===== src/rtl/victim_write_buffer.sv =====
// Victim write buffer: circular FIFO of dirty evicted lines with coalescing,
// youngest-match lookup for miss forwarding, and a one-line-at-a-time drain FSM.
module victim_write_buffer #(
    parameter int unsigned DEPTH  = 4,
    parameter int unsigned LINE_W = 256,
    parameter int unsigned ADDR_W = 32
) (
    input  logic                   clk,
    input  logic                   rst,
    input  logic                   evict_write,
    input  logic [ADDR_W-1:0]      evict_addr,
    input  logic [LINE_W-1:0]      evict_wdata,
    output logic                   evict_ready,
    input  logic                   hold,
    input  logic [ADDR_W-1:0]      lookup_addr,
    output logic                   lookup_hit,
    output logic [LINE_W-1:0]      lookup_rdata,
    output logic                   pmem_write,
    output logic [ADDR_W-1:0]      pmem_address,
    output logic [LINE_W-1:0]      pmem_wdata,
    input  logic                   pmem_resp,
    output logic [$clog2(DEPTH):0] count,
    output logic                   empty
);

    localparam int unsigned PTR_W = $clog2(DEPTH);
    localparam int unsigned CNT_W = PTR_W + 1;

    typedef enum logic {
        IDLE  = 1'b0,
        DRAIN = 1'b1
    } state_t;

    state_t             state_q, state_d;
    logic [PTR_W-1:0]   head_q, head_d;
    logic [PTR_W-1:0]   tail_q, tail_d;
    logic [CNT_W-1:0]   count_q, count_d;
    logic [DEPTH-1:0]   valid_q, valid_d;
    logic [ADDR_W-1:0]  addr_q [DEPTH];
    logic [ADDR_W-1:0]  addr_d [DEPTH];
    logic [LINE_W-1:0]  data_q [DEPTH];
    logic [LINE_W-1:0]  data_d [DEPTH];

    logic               coal_match;
    logic [PTR_W-1:0]   coal_idx;
    logic [PTR_W-1:0]   scan_idx;
    logic               push;
    logic               pop;

    // Scan oldest-to-youngest so the last match found is the youngest entry.
    // The head is excluded from coalescing while its write is in flight.
    always_comb begin
        coal_match   = 1'b0;
        coal_idx     = '0;
        lookup_hit   = 1'b0;
        lookup_rdata = '0;
        scan_idx     = head_q;
        for (int unsigned i = 0; i < DEPTH; i++) begin
            scan_idx = head_q + PTR_W'(i);
            if (valid_q[scan_idx] && (addr_q[scan_idx] == evict_addr)
                && !((i == 0) && (state_q == DRAIN))) begin
                coal_match = 1'b1;
                coal_idx   = scan_idx;
            end
            if (valid_q[scan_idx] && (addr_q[scan_idx] == lookup_addr)) begin
                lookup_hit   = 1'b1;
                lookup_rdata = data_q[scan_idx];
            end
        end
    end

    assign evict_ready  = (count_q < CNT_W'(DEPTH)) || coal_match;
    assign pmem_write   = (state_q == DRAIN);
    assign pmem_address = addr_q[head_q];
    assign pmem_wdata   = data_q[head_q];
    assign count        = count_q;
    assign empty        = (count_q == '0);

    // Next-state: drain FSM, push/coalesce into storage, pop on write completion.
    always_comb begin
        state_d = state_q;
        head_d  = head_q;
        tail_d  = tail_q;
        count_d = count_q;
        valid_d = valid_q;
        addr_d  = addr_q;
        data_d  = data_q;
        push    = evict_write && evict_ready;
        pop     = (state_q == DRAIN) && pmem_resp;

        case (state_q)
            IDLE: begin
                if ((count_q != '0) && !hold) begin
                    state_d = DRAIN;
                end
            end
            DRAIN: begin
                if (pmem_resp) begin
                    state_d = IDLE;
                end
            end
            default: state_d = IDLE;
        endcase

        if (pop) begin
            valid_d[head_q] = 1'b0;
            head_d          = head_q + PTR_W'(1);
        end

        if (push) begin
            if (coal_match) begin
                data_d[coal_idx] = evict_wdata;
            end else begin
                valid_d[tail_q] = 1'b1;
                addr_d[tail_q]  = evict_addr;
                data_d[tail_q]  = evict_wdata;
                tail_d          = tail_q + PTR_W'(1);
            end
        end

        case ({push && !coal_match, pop})
            2'b10:   count_d = count_q + CNT_W'(1);
            2'b01:   count_d = count_q - CNT_W'(1);
            default: count_d = count_q;
        endcase
    end

    always_ff @(posedge clk) begin
        if (!rst) begin
            state_q <= IDLE;
            head_q  <= '0;
            tail_q  <= '0;
            count_q <= '0;
            valid_q <= '0;
            for (int unsigned i = 0; i < DEPTH; i++) begin
                addr_q[i] <= '0;
                data_q[i] <= '0;
            end
        end else begin
            state_q <= state_d;
            head_q  <= head_d;
            tail_q  <= tail_d;
            count_q <= count_d;
            valid_q <= valid_d;
            addr_q  <= addr_d;
            data_q  <= data_d;
        end
    end

endmodule

===== config.mk =====
export PLATFORM = sky130hd
export DESIGN_NAME = victim_write_buffer
export DESIGN_NICKNAME = d
export VERILOG_FILES = /design/src/rtl/victim_write_buffer.sv
export SDC_FILE = /design/constraint.sdc
export NUM_CORES = 2
export LEC_CHECK = 0
export ABC_AREA = 0
export ABC_CLOCK_PERIOD_IN_PS = 8300
export BUFFER_PORTS_ARGS = -buffer_cell sky130_fd_sc_hd__buf_2
export CORE_ASPECT_RATIO = 1.4
export CORE_MARGIN = 5
export CORE_UTILIZATION = 55
export DETAILED_ROUTE_END_ITERATION = 10
export PLACE_DENSITY_LB_ADDON = 0.15
export SLEW_MARGIN = 20
export SYNTH_ARGS = -nofsm -noshare
export SYNTH_HDL_FRONTEND = slang
export SYNTH_SLANG_ARGS = --single-unit

===== constraint.sdc =====
create_clock -name clk -period 8.3 [get_ports clk]
set_input_delay 1.66 -clock clk [delete_from_list [all_inputs] [get_ports clk]]
set_output_delay 1.66 -clock clk [all_outputs]
set_load 0.01 [all_outputs]

== After elaboration in Yosys (flattened, before gate mapping) ==
Cells that the tools add are included.

* Flip-flop bits (word level): 1164
* Latch bits: 0
* RAM bits: 0
* Memory bits (read-only): 0
* Input port bits: 325
* Output and inout port bits: 551
* Logic and storage cells: 150
* Memories: 0

* Add/subtract/negate cells: 6
* $mul: 0
* Div/mod/pow operators: 0
* Magnitude comparators: 16
* Eq/ne operators: 10
* Shift operators: 0
* Mux-type cells: 69
* Bitwise gates (word level): 11
* Reductions and logical operators: 25

{| class="wikitable"
|+ Operators by type and width
! kind !! count
|-
| $mux 256 || 14
|-
| $bmux 256 s2 || 4
|-
| $bwmux 1024 || 2
|-
| $demux 256 s2 || 2
|-
| $mux 1024 || 1
|-
| $mux 32 || 9
|-
| $bmux 32 s2 || 4
|-
| $eq 32x32->1 || 8
|-
| $bwmux 128 || 1
|-
| $demux 32 s2 || 1
|-
| $ge 3x3->1 const B || 6
|-
| $not 2->3 || 6
|-
| $logic_and 1x1->1 || 17
|-
| $mux 1 || 16
|-
| $lt 2x3->1 const B || 5
|-
| $mux 4 || 3
|-
| $bmux 1 s2 || 4
|-
| $mux 2 || 4
|-
| $lt 3x1->1 const B || 2
|-
| $pmux 3 s2 || 1
|-
| $add 2x1->2 const B || 2
|-
| $add 2x2->2 const B || 2
|-
| $and 4x4->4 || 1
|-
| $demux 1 s2 || 2
|-
| 16 further kinds || 20
|}

== Logic depth before layout (Yosys ltp) ==
* Depth in word-level cells: 18
* Mapped depth: 26
* Depth with buffers taken out: 16

== Worst setup path after synthesis ==
OpenSTA, ideal clock, no wires.

* Path kind: reg-to-output
* From: register head_q[0]
* To: output port lookup_rdata[227]
* Data arrival time: 5.244 ns
* Slack: 1.396 ns
* Stages on the path, launching flop included: 25
* Path through: dfxtp_1 -> buf_6 -> buf_8 -> buf_8 -> buf_6 -> buf_4 -> buf_4 -> clkinv_1 -> ha_1 -> buf_2 -> buf_2 -> buf_2 -> buf_2 -> mux4_2 -> xor2_1 -> nor4_1 -> and4_1 -> nand3_1 -> or4_1 -> clkbuf_1 -> clkbuf_1 -> clkbuf_1 -> a311o_1 -> o211ai_1 -> o21ai_0

* Elaborated cells between the ends (all ways): 51
* Those cells by class: add/sub: 3; eq/ne: 4; mux: 36; bitwise: 4; reduce/logical: 4

{| class="wikitable"
|+ RTL lines
! what !! line !! source
|-
| start: declaration || 35 || <nowiki>logic [PTR_W-1:0] head_q, head_d;</nowiki>
|-
| start signal: assignment || 131 || <nowiki>head_q <= '0;</nowiki>
|-
| start signal: assignment || 141 || <nowiki>head_q <= head_d;</nowiki>
|-
| $add 2x2->2 (*) || 59 || <nowiki>scan_idx = head_q + PTR_W'(i);</nowiki>
|-
| via scan_idx[0] || 46 || <nowiki>logic [PTR_W-1:0] scan_idx;</nowiki>
|-
| $not 2->3 (not written as such) || 65, 67 ||
|-
| $bmux 32 s2 || 65 || <nowiki>if (valid_q[scan_idx] && (addr_q[scan_idx] == lookup_addr)) begin</nowiki>
|-
| $mux 32 (not written as such) (2 in series) || 65 ||
|-
| $eq 32x32->1 || 65 ||
|-
| $logic_and 1x1->1 || 65 ||
|-
| $mux 256 (*) || 65 ||
|-
| end: declaration || 17 || <nowiki>output logic [LINE_W-1:0] lookup_rdata,</nowiki>
|}

Mark *: on every way through the listed nets, which the timed path passes. The rest lies on a longest branch. The select of a mux whose other input is x is not followed.

== Final worst setup path ==
* From: register head_q[1]
* To: output port lookup_rdata[105]

* Longest elaborated chain between the ends: 10
* Elaborated cells between the ends (all ways): 51
* Those cells by class: add/sub: 3; eq/ne: 4; mux: 36; bitwise: 4; reduce/logical: 4

{| class="wikitable"
|+ Ends and longest elaborated chain
! what !! line
|-
| $add 2x1->2 or $not 2->3 (tied branches) || 59, 65, 67
|-
| $not 2->3 (not written as such) or $bmux 32 s2 (tied branches) || 65, 67
|-
| $bmux 32 s2 or $mux 32 (tied branches) || 65
|-
| $mux 32 (not written as such) || 65
|-
| $mux 32 (not written as such) or $eq 32x32->1 (tied branches) || 65
|-
| $eq 32x32->1 or $logic_and 1x1->1 (tied branches) || 65
|-
| $logic_and 1x1->1 or $mux 256 (tied branches) || 65
|-
| $mux 256 (2 in series) || 65
|-
| $mux 256 (*) || 65
|}

Every way passes the cells marked *; elsewhere a longest branch is shown, timed or not. The select of a mux whose other input is x is not followed.

==> qor.yml <==
yosys:
  synth-main-ff-cell: "dfxtp_1"
  ys_warn_count: 0
  synth_area_sq_um: 87600
  netlist_instances: 9606
  yosysSeqAreaShare: 0.266
  synth_seq_cells: 1164
  synth_cell_type_count: 87
  async_flop_share: 0
  synth_edf_count: 0
  synth_nets: 9941
  avgSynthCellArea_sq_um: 9.12
grt:
  grt_usage: 0.384
  busiest_layer: "met2"
  grtUsageMet2: 0.615
  grt_max_degree: 247
  grt_util_met3: 0.110
  grt_use_met1: 0.471
  grt_pass1_vias: 79300
  grt_pass1_wl_um: 506000
  antenna_found_initial: 107
  overflow: 0
drt:
  dr.pass1.iters: 6
  vias: 85500
  avgViaCountPerCell: 7.21
  finalWirelength_um: 339000
  wire_per_inst_um: 28.6
  first_iter_violations: 8688
  drcViolationCount: 0
  ant_nets: 0
worst_setup_path:
  end_kind: "output port"
  path_buf_inv: 3
  cp_top_family: "simple AND/OR/NAND/NOR gates"
  path_class: "reg2out"
  required_ns: 6.64
  crit_chain: "buf_4 -> mux4_2 -> xor2_1 -> nor4_1 -> and4_1 -> nand4bb_1 -> or4_4 -> buf_12 -> o211ai_1 -> o21ai_0 -> buf_2"
  slowest_stage: "dfxtp_4"
  crit_fanout: 62
  worstPathArrival_ns: 6.33
  cp_slowest_stage_delay_ns: 0.79
  start_kind: "flop"
power:
  clockPowerShare: 0.403
  p_leak_uw: 0.0337
  powerDensity_nw_per_um2: 166
  p_sw_frac: 0.313
  cell_internal_pwr_uw: 11000
  finalPower_uw: 16000
  p_switching_uw: 5000
  comb_power_share: 0.202
  vdd_ir_drop_max_mv: 0.208
  pwr-share-seq: 0.394
final_layout:
  syn_to_final_growth_pct: 9.91
  post-route-util: 0.607
  nets: 9917
  drive_gt1_frac: 0.224
  final_cell_mix: "1572 x nand2_1, 1162 x dfxtp_1, 873 x buf_2, 730 x mux2i_1, 599 x mux4_2"
  final_common_cell: "nand2_1"
floorplan:
  die_w_um: 347
  initial_core_util: 0.552
  coreArea_sq_um: 159000
  ios: 876
  fp.dieArea_sq_um: 168000
  die_h_um: 482
  rows: 173
clock_network:
  root_buffer: "clkbuf_16"
  clock_latency_ns: 0.80
  clkSlewWorstSetupHoldPaths_ns: 0.07
  h-tree-depth: 4
  cts_sinks: 1164
  cts_tree: "done"
  numCtsBuffers: 134
  clockBufferDepth: 3
placed_design:
  hpwlAfterDp_um: 221000
  io_buffers: 875
  routabilityCongestion: 1.02
sta:
  slew_headroom: 0.192
  finalHoldViolations: 0
  worst_clock_skew_ns: 0.0318
  post-route-period-util: 0.963
  fmax_mhz: 125
  rsz0062_at_grt: "no"
  worst_pin_slew_ns: 1.21
  setup_tns_ns: 0
  setup_viol: 0
  period_minus_slack_ns: 7.99
  slew_violations: 0
status:
  status: "complete, no violations"
flow_run:
  drv_cap: 0
min_path:
  worstHoldPathType: "reg2reg"
## cell type report
type | count | area [sq um]
Timing Repair Buffer | 1025 | 6320
Tap cell | 2100 | 2630
Sequential cell | 1164 | 23300
Clock buffer | 189 | 3960
Multi-Input combinational cell | 7229 | 59100
Inverter | 28 | 113
Antenna cell | 69 | 173
Fill cell | 13600 | 62300
Clock inverter | 51 | 732
## tightest hold or removal path: stages (launching register included)
cell	delay [ns]
dfxtp_1	0.32
nand2_1	0.06
mux2i_1	0.06
## registers in the layout, summed over array words and instances, names as in the netlist
register and flops:
data_q 1024, addr_q 128, valid_q 4, count 3, head_q 2, tail_q 2, pmem_write 1
## metrics by stage
step / hold slack (ns) / instances / worst slack, ns / cell area, sq um
after global routing: 0.501 / 11800 / 0.134 / 96200
final: 0.487 / 11900 / 0.311 / 96300
after global placement: 0.464 / 11500 / 1.18 / 91400
after detailed placement: 0.478 / 11500 / 1.11 / 91400
after floorplan: 0.454 / 9606 / 1.40 / 87600
after CTS: 0.487 / 11800 / 0.304 / 96100
## synth_stat cells, drive strengths merged (5+ instances only)
library cell  instances  share of area
a22o                257          0.026
a311o               256          0.029
clkbuf              858          0.037
mux2i               732          0.084
and3                263          0.019
mux4                599           0.15
nand2              1573          0.067
o211ai              262          0.022
a211oi              263          0.023
and2                 11        0.00079
or4                   7        0.00064
nor2b               135         0.0096
nor3                 18         0.0011
buf                 327          0.023
a21oi               273          0.016
nand2b                5        0.00036
o21ai               269          0.015
and4                  8        0.00080
mux2                290          0.037
o311ai              512          0.051
nor4                 23         0.0020
nand4                55         0.0039
inv                  26         0.0011
a32oi               514          0.051
nor2                540          0.023
xor2                 76         0.0076
ha                    9         0.0013
xnor2               170          0.017
nand3                25         0.0014
dfxtp              1164           0.27
## cells by family after synthesis
family	share of synthesized area
AND/OR/NAND/NOR	0.132
AO/OA/AOI/OAI	0.240
multiplexers	0.275
buffers and inverters	0.0608
flip-flops	0.266
XOR/XNOR	0.0246
adder cells (fa/ha/maj)	0.00151
## per-layer routing
metal  vias to the layer above  routed length [um]
met1                     42400              124000
met4                        78               21100
li1                      37600                   -
met5                         -                 500
met3                       970               37300
met2                      4416              156000
## power by group through the flow
| stage | logic (uW) | registers, uW | clock network (uW) |
|---|---|---|---|
| 2_1_floorplan | 2230 | 6280 | 0 |
| 3_3_place_gp | 3110 | 6370 | 0 |
| 3_5_place_dp | 3150 | 6400 | 0 |
| 4_1_cts | 3170 | 6280 | 6510 |
| 5_1_grt | 3410 | 6340 | 6730 |
| 6_report | 3230 | 6300 | 6440 |
## worst paths after layout
check | from | end | slack, ns | depth (start not counted)
setup reg to reg | head_q[1]$_SDFFE_PN0P_ | data_q[981]$_SDFFE_PN0P_ | 1.22 | 14
hold / removal | data_q[753]$_SDFFE_PN0P_ | data_q[753]$_SDFFE_PN0P_ | 0.49 | 2
setup / recovery | head_q[1]$_SDFFE_PN0P_ | lookup_rdata[105] | 0.31 | 11
hold reg to reg | data_q[753]$_SDFFE_PN0P_ | data_q[753]$_SDFFE_PN0P_ | 0.49 | 2
## timing repair
action / 4_1_cts / 5_1_grt
endpoints found under the setup margin: 0 / 6
hold buffers: 0 / 0
setup buffers: 0 / 1
gates resized for setup: 0 / 1
Power figures use the tool's default switching activity.
